<file path="config.mk">
export PLATFORM = sky130hd
export DESIGN_NAME = uart_rx
export DESIGN_NICKNAME = d
export VERILOG_FILES = /design/src/rtl/uart_pkg.sv /design/src/rtl/uart_fifo.sv /design/src/rtl/uart_rx.sv
export SDC_FILE = /design/constraint.sdc
export NUM_CORES = 1
export LEC_CHECK = 0
export ABC_AREA = 0
export CORE_MARGIN = 2
export CORE_UTILIZATION = 45
export DETAILED_ROUTE_END_ITERATION = 7
export DONT_BUFFER_PORTS = 1
export HOLD_SLACK_MARGIN = 0.05
export PLACE_DENSITY = 0.71
export SYNTH_ARGS = -nofsm -noshare
export SYNTH_HDL_FRONTEND = slang
export SYNTH_SLANG_ARGS = --single-unit
</file>
<file path="constraint.sdc">
create_clock -name clk_i -period 7.8 [get_ports clk_i]
set_clock_uncertainty 0.15 [all_clocks]
set_input_delay 2.34 -clock clk_i [delete_from_list [all_inputs] [get_ports clk_i]]
set_output_delay 2.34 -clock clk_i [all_outputs]
set_load 0.03 [all_outputs]
</file>
<file path="src/rtl/uart_pkg.sv">
// Shared UART definitions: receiver state encoding, frame width and default queue depth.
package uart_pkg;

    localparam int FRAME_BITS         = 8;
    localparam int IDX_W              = $clog2(FRAME_BITS);
    localparam int DEFAULT_FIFO_DEPTH = 32;

    typedef enum logic [2:0] {
        ST_IDLE,
        ST_START,
        ST_DATA,
        ST_STOP,
        ST_WAIT_HIGH
    } rx_state_e;

endpackage : uart_pkg

</file>
<file path="src/rtl/uart_fifo.sv">
// First-word fall-through circular queue; one slot is sacrificed so full and empty
// are distinguishable from the pointers alone.
module uart_fifo #(
    parameter int DEPTH = 32,
    parameter int WIDTH = 8
) (
    input  logic             clk_i,
    input  logic             rst_i,
    input  logic             push_i,
    input  logic [WIDTH-1:0] wdata_i,
    input  logic             pop_i,
    output logic [WIDTH-1:0] rdata_o,
    output logic             full_o,
    output logic             empty_o
);

    localparam int AW = $clog2(DEPTH);

    logic [WIDTH-1:0] mem [DEPTH];
    logic [AW-1:0]    rd_ptr;
    logic [AW-1:0]    wr_ptr;
    logic             do_push;
    logic             do_pop;

    assign empty_o = (rd_ptr == wr_ptr);
    assign full_o  = (wr_ptr == (rd_ptr - AW'(1)));
    assign do_push = push_i && !full_o;
    assign do_pop  = pop_i && !empty_o;
    assign rdata_o = mem[rd_ptr];

    // NOTE: the storage array has no reset; emptiness is defined by the pointers,
    // which keeps the array mappable onto plain RAM.
    always_ff @(posedge clk_i) begin
        if (do_push) begin
            mem[wr_ptr] <= wdata_i;
        end
    end

    // NOTE: sequential state uses non-blocking assignments so every flop samples
    // pre-edge values regardless of statement order.
    always_ff @(posedge clk_i) begin
        if (rst_i) begin
            rd_ptr <= '0;
            wr_ptr <= '0;
        end else begin
            if (do_push) wr_ptr <= wr_ptr + AW'(1);
            if (do_pop)  rd_ptr <= rd_ptr + AW'(1);
        end
    end

endmodule : uart_fifo

</file>
<file path="src/rtl/uart_rx.sv">
// UART receiver: 8N1 frames sampled mid-bit with a programmable bit period,
// received bytes queued in a FWFT FIFO.
module uart_rx
    import uart_pkg::*;
#(
    parameter int FIFO_DEPTH = DEFAULT_FIFO_DEPTH
) (
    input  logic        clk_i,
    input  logic        rst_i,
    input  logic [15:0] baud_div_i,
    input  logic        rx_i,
    input  logic        re_i,
    output logic [7:0]  data_o,
    output logic        full_o,
    output logic        empty_o,
    output logic        frame_err_o,
    output logic        overrun_o
);

    rx_state_e               state_q, state_d;
    logic [15:0]             timer_q, timer_d;
    logic [IDX_W-1:0]        index_q, index_d;
    logic [FRAME_BITS-1:0]   shift_q, shift_d;
    logic                    rx_meta, rx_s;
    logic                    push;
    logic                    frame_err_d;
    logic                    overrun_d;

    // Idle-high reset value keeps the FSM from seeing a false start bit.
    always_ff @(posedge clk_i) begin
        if (rst_i) begin
            rx_meta <= 1'b1;
            rx_s    <= 1'b1;
        end else begin
            rx_meta <= rx_i;
            rx_s    <= rx_meta;
        end
    end

    always_ff @(posedge clk_i) begin
        if (rst_i) begin
            state_q     <= ST_IDLE;
            timer_q     <= '0;
            index_q     <= '0;
            shift_q     <= '0;
            frame_err_o <= 1'b0;
            overrun_o   <= 1'b0;
        end else begin
            state_q     <= state_d;
            timer_q     <= timer_d;
            index_q     <= index_d;
            shift_q     <= shift_d;
            frame_err_o <= frame_err_d;
            overrun_o   <= overrun_d;
        end
    end

    // NOTE: every combinational output gets a default first, so no path leaves
    // a signal unassigned and no latch is inferred.
    always_comb begin
        state_d     = state_q;
        timer_d     = timer_q;
        index_d     = index_q;
        shift_d     = shift_q;
        push        = 1'b0;
        frame_err_d = 1'b0;
        overrun_d   = 1'b0;

        unique case (state_q)
            ST_IDLE: begin
                timer_d = '0;
                index_d = '0;
                if (!rx_s) state_d = ST_START;
            end
            ST_START: begin
                timer_d = timer_q + 16'd1;
                if (timer_q == (baud_div_i >> 1)) begin
                    timer_d = '0;
                    index_d = '0;
                    state_d = rx_s ? ST_IDLE : ST_DATA;
                end
            end
            ST_DATA: begin
                timer_d = timer_q + 16'd1;
                if (timer_q == baud_div_i) begin
                    shift_d[index_q] = rx_s;
                    timer_d          = '0;
                    index_d          = index_q + IDX_W'(1);
                    if (index_q == IDX_W'(FRAME_BITS - 1)) state_d = ST_STOP;
                end
            end
            ST_STOP: begin
                timer_d = timer_q + 16'd1;
                if (timer_q == baud_div_i) begin
                    timer_d = '0;
                    if (rx_s) begin
                        // Full is judged before any same-cycle pop takes effect.
                        if (full_o) overrun_d = 1'b1;
                        else        push      = 1'b1;
                        state_d = ST_IDLE;
                    end else begin
                        frame_err_d = 1'b1;
                        state_d     = ST_WAIT_HIGH;
                    end
                end
            end
            ST_WAIT_HIGH: begin
                if (rx_s) state_d = ST_IDLE;
            end
            default: state_d = ST_IDLE;
        endcase
    end

    uart_fifo #(
        .DEPTH (FIFO_DEPTH),
        .WIDTH (FRAME_BITS)
    ) u_fifo (
        .clk_i   (clk_i),
        .rst_i   (rst_i),
        .push_i  (push),
        .wdata_i (shift_q),
        .pop_i   (re_i),
        .rdata_o (data_o),
        .full_o  (full_o),
        .empty_o (empty_o)
    );

endmodule : uart_rx

</file>
==> qor.yml, run 1 <==
route:
  drtIter0Drc: 730
  routed-via-count: 6499
  wirelength_um: 27000
  post-route-drc-count: 0
  wire_per_inst_um: 24.0
  firstDrtPassIters: 5
  detail-route-antenna-nets: 0
  vias_per_cell: 5.76
power:
  seqPwrFrac_pct: 51.0
  clockPowerShare_pct: 48.3
  power_per_cell_area_nw_per_um2: 240
  swShare_pct: 18.7
  p_leak_nw: 4.79
  p_int_mw: 2.79
  ir_worst_vdd_uv: 221
  combPwrFrac_pct: 0.7
  switching_power_mw: 0.639
cts:
  cts_setup_buffers: 0
  clk_latency_ps: 580
  numCtsBuffers: 31
  cts_sinks: 305
  htreeDepth: 1
  cts_resized: 0
  clock_path_buffers: 3
  cts_tree: "done"
  path_clk_slew_ps: 60
  cts_hold_buffers: 0
  root_buffer: "clkbuf_16"
floorplanning:
  num_io_pins: 32
  design.die.area_sq_um: 29800
  start_util_pct: 45.8
  core_area_sq_um: 27900
  die_width_um: 173
  row_count: 61
  fp.dieH_um: 173
sta:
  tightest_slew_ps: 1310
  fin_setup_tns_ps: 0
  hold_viol_final: 0
  slew_headroom_pct: 12.0
  fin_ws_ps: 1820
  whs_ps: 256
  layout_min_cycle_time_ps: 5980
  drv_slew: 0
  rsz0062_at_grt: "no"
  max_freq_mhz: 167
  finalSetupViolCount: 0
  finalCritPeriodShare_pct: 76.7
synth:
  ys_ff_latch: 305
  synth_area_sq_um: 12800
  yosys_warnings: 0
  ys_types: 51
  syn_nets: 767
  netlist_top_cells_area: "edfxtp_1 (60%), mux4_2 (14%), dfxtp_1 (7.7%)"
  synth_flop_cell: "edfxtp_1"
  yosys.area.top_type: "edfxtp_1"
  synthArstFlopShare_pct: 0
  yosysSeqAreaShare_pct: 67.7
  synth_edf_count: 256
  synthCells: 738
  postSynthAreaPerCell_sq_um: 17.3
  netlist.area_leader.share_pct: 60.1
hold_path:
  hold_class: "flop to flop"
  min_to: "rx_s"
  holdPathStages: 1
  hp-start: "rx_meta"
place:
  placement.io_buffers: 0
  place.gp.congestion: 0.801
  dp.cells: 1071
  hpwl_um: 16400
  pre_cts_slack_ps: 2290
final_layout:
  area_delta_synth_final_pct: 11.3
  drive_above_1_share_pct: 22.1
  n_antenna_cell: 0
  final_common_cell: "edfxtp_1"
  layout_common_cells: "edfxtp_1 (256), mux4_2 (80), nor2_1 (56)"
  stdcell_count: 1129
  nets: 755
worst_setup_path:
  max_stage_delay_ps: 870
  cp_top_family: "multiplexers"
  cp.buffers_inverters: 1
  r2r_end: "u_fifo.mem[17][1]"
  r2r-start: "u_fifo.rd_ptr[0]"
  worstSetupPathType: "flop to output port"
  cp_max_fo: 39
  cp.arrival_ps: 3490
  required_ps: 5310
  reg2regPathDepth: 8
  critical-path-slowest-cell: "dfxtp_4"
  endpoint_kind: "output port"
  worstPathCellList: "buf_4 -> mux4_2 -> mux4_2 -> mux2_2"
  cp-start-kind: "flop"
  crit_path_frequent_cell: "mux4_2"
  rrSetupSlack_ps: 4100
grt:
  grt_overflow: 0
  grt_max_degree: 60
  grt_antenna_before_repair: 0
  grt.total_usage_pct: 18.5
  grt_pass1_vias: 6484
  grt_pass1_wl_um: 41300
outcome:
  outcome: "complete, no violations"
run:
  drv_cap: 0
## registers in the layout, summed over array words and instances (netlist names), named ones only
name,cells
frame_err_o,1
index_q,3
overrun_o,1
rx_meta,1
rx_s,1
shift_q,8
state_q,3
timer_q,16
u_fifo.mem,256
u_fifo.rd_ptr,5
u_fifo.wr_ptr,5
## power by group through the flow
| stage | Sequential (mW) | Combinational [mW] | Clock, mW |
|---|---|---|---|
| floorplan | 1.78 | 0.0272 | 0 |
| global placement | 1.78 | 0.0227 | 0 |
| detailed placement | 1.78 | 0.0228 | 0 |
| CTS | 1.75 | 0.0229 | 1.67 |
| global route | 1.75 | 0.0252 | 1.74 |
| finish | 1.75 | 0.0225 | 1.66 |
## final cells by class
cell class / count / area [sq um]
clock buffers: 43 / 891
flip-flops and latches: 305 / 8670
repair buffers: 3 / 22.5
multi-input cells: 375 / 3870
well taps: 378 / 473
clock inverters: 15 / 278
inverters: 10 / 37.5
fillers: 2280 / 13700
## metrics by stage
stage | total power, mW | util [%] | instance area, sq um
floorplan | 1.81 | - | 12800
global placement | 1.80 | 46.8 | 13100
detailed placement | 1.80 | 46.8 | 13100
CTS | 3.44 | 51.0 | 14200
global route | 3.51 | 51.0 | 14200
finish | 3.42 | 51.0 | 14200
## cells by family (layout without fill, tap and decap cells)
logic type	after synthesis	in the layout	share of synthesized area (%)
flops	305	305	67.7
simple gates	175	175	7.70
mux	98	98	15.6
buf+inv	58	71	2.07
compound gates	47	47	2.91
xor+xnor	46	46	3.15
fa+ha+maj	9	9	0.880
## how the worst max path moves through the flow
| stage | from | to | slack [ps] | cells after the start |
|---|---|---|---|---|
| final | flop | data_o[1] | 1820 | 4 |
| after floorplan | flop | data_o[0] | 3000 | 5 |
| after CTS | flop | data_o[4] | 1710 | 4 |
| after global routing | flop | data_o[4] | 1550 | 4 |
| after global placement | flop | data_o[1] | 2330 | 4 |
| after detailed placement | flop | data_o[4] | 2290 | 4 |
## synth_stat cells (3+ instances only)
library cell and instances:
nand4_1 10, nor3b_1 5, clkbuf_1 27, inv_1 10, a211oi_1 5, mux2_2 9, xnor2_1 19, nor4b_1 3
o21ai_0 3, dfxtp_1 49, mux4_2 80, a21oi_1 5, nor4_1 7, o31ai_1 3, buf_2 14, and4_1 3
edfxtp_1 256, buf_1 3, nand3_1 15, nand2_1 25, o21a_1 5, buf_6 4, and3_1 4, o22a_1 3
a31oi_1 5, nand2b_1 10, a21o_1 4, nor3_1 6, xor2_1 27, ha_1 9, or3_1 6, or2_2 6
o311ai_0 5, nor2_1 56, mux2i_1 9, or4_1 3, nor4_4 4, nor2b_1 3
## metal layers
layer / part of all wire, % / up-vias / GRT usage [%]
met2: 48 / 256 / 29.5
met5: 0 / - / 0
li1: - / 2887 / -
met4: 2.5 / 0 / 4.94
met3: 7.4 / 48 / 3.89
met1: 42 / 3308 / 26.0
(Power assumes the default switching activity.)
==> run 2: changes to the inputs <==
==> constraint.sdc (replaced) <==
create_clock -name clk_i -period 5.6 [get_ports clk_i]
set_clock_uncertainty 0.15 [all_clocks]
set_input_delay 1.68 -clock clk_i [delete_from_list [all_inputs] [get_ports clk_i]]
set_output_delay 1.68 -clock clk_i [all_outputs]
set_load 0.03 [all_outputs]
==> run 2 against run 1 <==
  * Clock-buffer cell count is 10 lower
  * Cell area hardly changed
  * Critical path type unchanged
  * Sequential cell count stayed put
  * Wire length is 4.3% lower
  * Clock power is 28% higher
  * Non-clock buffer count is 10 higher
  * Critical endpoint is now data_o[0]
  * Worst setup slack worse by 1000 ps
  * Via count is 0.62% higher
==> qor.yml, run 2 (synthesis gave the netlist of run 1 again) <==
worst_setup_path:
  cp-start-kind: "flop"
  required_ps: 3770  # -1540 ps
  cp.arrival_ps: 2990  # -500 ps
  endpoint_kind: "output port"
  worstSetupPathType: "flop to output port"
  cp_max_fo: 26  # -33%
floorplanning:
  start_util_pct: 45.8  # unchanged
  fp.dieH_um: 173  # unchanged
  num_io_pins: 32  # unchanged
  core_area_sq_um: 27900  # unchanged
  design.die.area_sq_um: 29800  # unchanged
  row_count: 61  # unchanged
  die_width_um: 173  # unchanged
cts:
  clk_latency_ps: 550  # -30 ps
  cts_hold_buffers: 0  # unchanged
  root_buffer: "clkbuf_16"
  cts_setup_buffers: 0  # unchanged
  cts_sinks: 305  # unchanged
  cts_resized: 0  # unchanged
  htreeDepth: 1  # unchanged
  path_clk_slew_ps: 60  # about the same
  clock_path_buffers: 3  # unchanged
  numCtsBuffers: 31  # unchanged
  cts_tree: "done"
hold_path:
  hold_class: "flop to flop"
power:
  p_leak_nw: 4.75  # -0.94%
  p_int_mw: 3.73  # +34%
  combPwrFrac_pct: 0.7  # about the same
  swShare_pct: 18.8  # +0.13 points
  switching_power_mw: 0.863  # +35%
  clockPowerShare_pct: 46.3  # -2.0 points
  seqPwrFrac_pct: 53.0  # +2.0 points
  power_per_cell_area_nw_per_um2: 322  # +34%
  ir_worst_vdd_uv: 249  # +13%
  power_mw: 4.59  # +34%
sta:
  fin_setup_tns_ps: 0  # unchanged
  slew_headroom_pct: 13.9  # +1.9 points
  layout_min_cycle_time_ps: 4820
  hold_viol_final: 0  # unchanged
  rsz0062_at_grt: "no"
  whs_ps: 256  # +0.280 ps
  max_freq_mhz: 208
  tightest_slew_ps: 1290  # -25.0 ps
  finalSetupViolCount: 0  # unchanged
  drv_slew: 0  # unchanged
  finalCritPeriodShare_pct: 86.0
final_layout:
  n_antenna_cell: 0  # unchanged
  drive_above_1_share_pct: 22.7  # +0.56 points
  nets: 765  # +1.3%
  reg_top3: "u_fifo.mem: 256 flops, timer_q: 16 flops, shift_q: 8 flops"
  largest_reg_flops: 256  # unchanged
  area_delta_synth_final_pct: 11.3  # about the same
  largest_register: "u_fifo.mem"
  stdcell_count: 1137  # +0.71%
  final_common_cell: "edfxtp_1"
  layout_common_cells: "edfxtp_1 (256), mux4_2 (80), nor2_1 (56)"
place:
  hpwl_um: 16300  # -0.42%
  dp.cells: 1081  # +0.93%
  place.gp.congestion: 0.795  # -0.69%
  placement.io_buffers: 0  # unchanged
route:
  wire_per_inst_um: 22.8  # -5.0%
  firstDrtPassIters: 5  # unchanged
  routed-via-count: 6539  # +0.62%
  wirelength_um: 25900  # -4.3%
  detail-route-antenna-nets: 0  # unchanged
  post-route-drc-count: 0  # unchanged
  vias_per_cell: 5.75  # about the same
  drtIter0Drc: 572  # -22%
grt:
  grt_antenna_before_repair: 0  # unchanged
  grt_overflow: 0  # unchanged
  grt_max_degree: 63  # +5.0%
  grt_pass1_wl_um: 40400  # -2.3%
  grt_pass1_vias: 6739  # +3.9%
  grt.total_usage_pct: 17.6  # -0.83 points
run:
  drv_cap: 0  # unchanged
outcome:
  outcome: "complete, no violations"
-- run 2: final cells by class --
cell class	instances	area, sq um
Inverter	10	37.5
Timing Repair Buffer	13	135
Clock buffer	33	783
Multi-Input combinational cell	375	3870
Clock inverter	23	275
Fill cell	2295	13700
Sequential cell	305	8670
Tap cell	378	473
-- run 2: final timing paths --
check	start	slack [ps]	end	cells past startpoint
setup / recovery	flop	780	data_o[0]	4
hold / removal	rx_meta	260	rx_s	1
setup reg to reg	u_fifo.wr_ptr[2]	2030	u_fifo.mem[16][1]	6
hold reg to reg	rx_meta	260	rx_s	1
-- run 2: critical path: stages (launching register included) --
cell and delay (ps):
dfxtp_4 690, buf_12 290, mux4_2 540, mux4_2 530, mux2_2 380
-- run 2: routing by layer --
| layer | vias to the layer above | global-route usage (%) | share of wire [%] |
|---|---|---|---|
| li1 | 2908 | - | - |
| met1 | 3413 | 24.8 | 44 |
| met2 | 183 | 28.7 | 49 |
| met3 | 35 | 2.97 | 5.3 |
| met4 | 0 | 4.94 | 2.5 |
| met5 | - | 0 | 0 |
-- run 2: metrics by stage --
step | setup WS [ps] | utilization [%] | area [sq um]
after floorplan | 1460 | - | 12800
after global placement | 936 | 47.2 | 13200
after detailed placement | 900 | 47.2 | 13200
after CTS | 686 | 51.0 | 14200
after global routing | 627 | 51.0 | 14200
final | 782 | 51.0 | 14200
-- run 2: power by group through the flow --
| stage | sequential [mW] | clock [mW] | combinational, mW |
|---|---|---|---|
| finish | 2.43 | 2.13 | 0.0325 |
| global route | 2.43 | 2.24 | 0.0358 |
| CTS | 2.43 | 2.15 | 0.0328 |
| detailed placement | 2.48 | 0 | 0.0324 |
| global placement | 2.48 | 0 | 0.0327 |
| floorplan | 2.48 | 0 | 0.0379 |
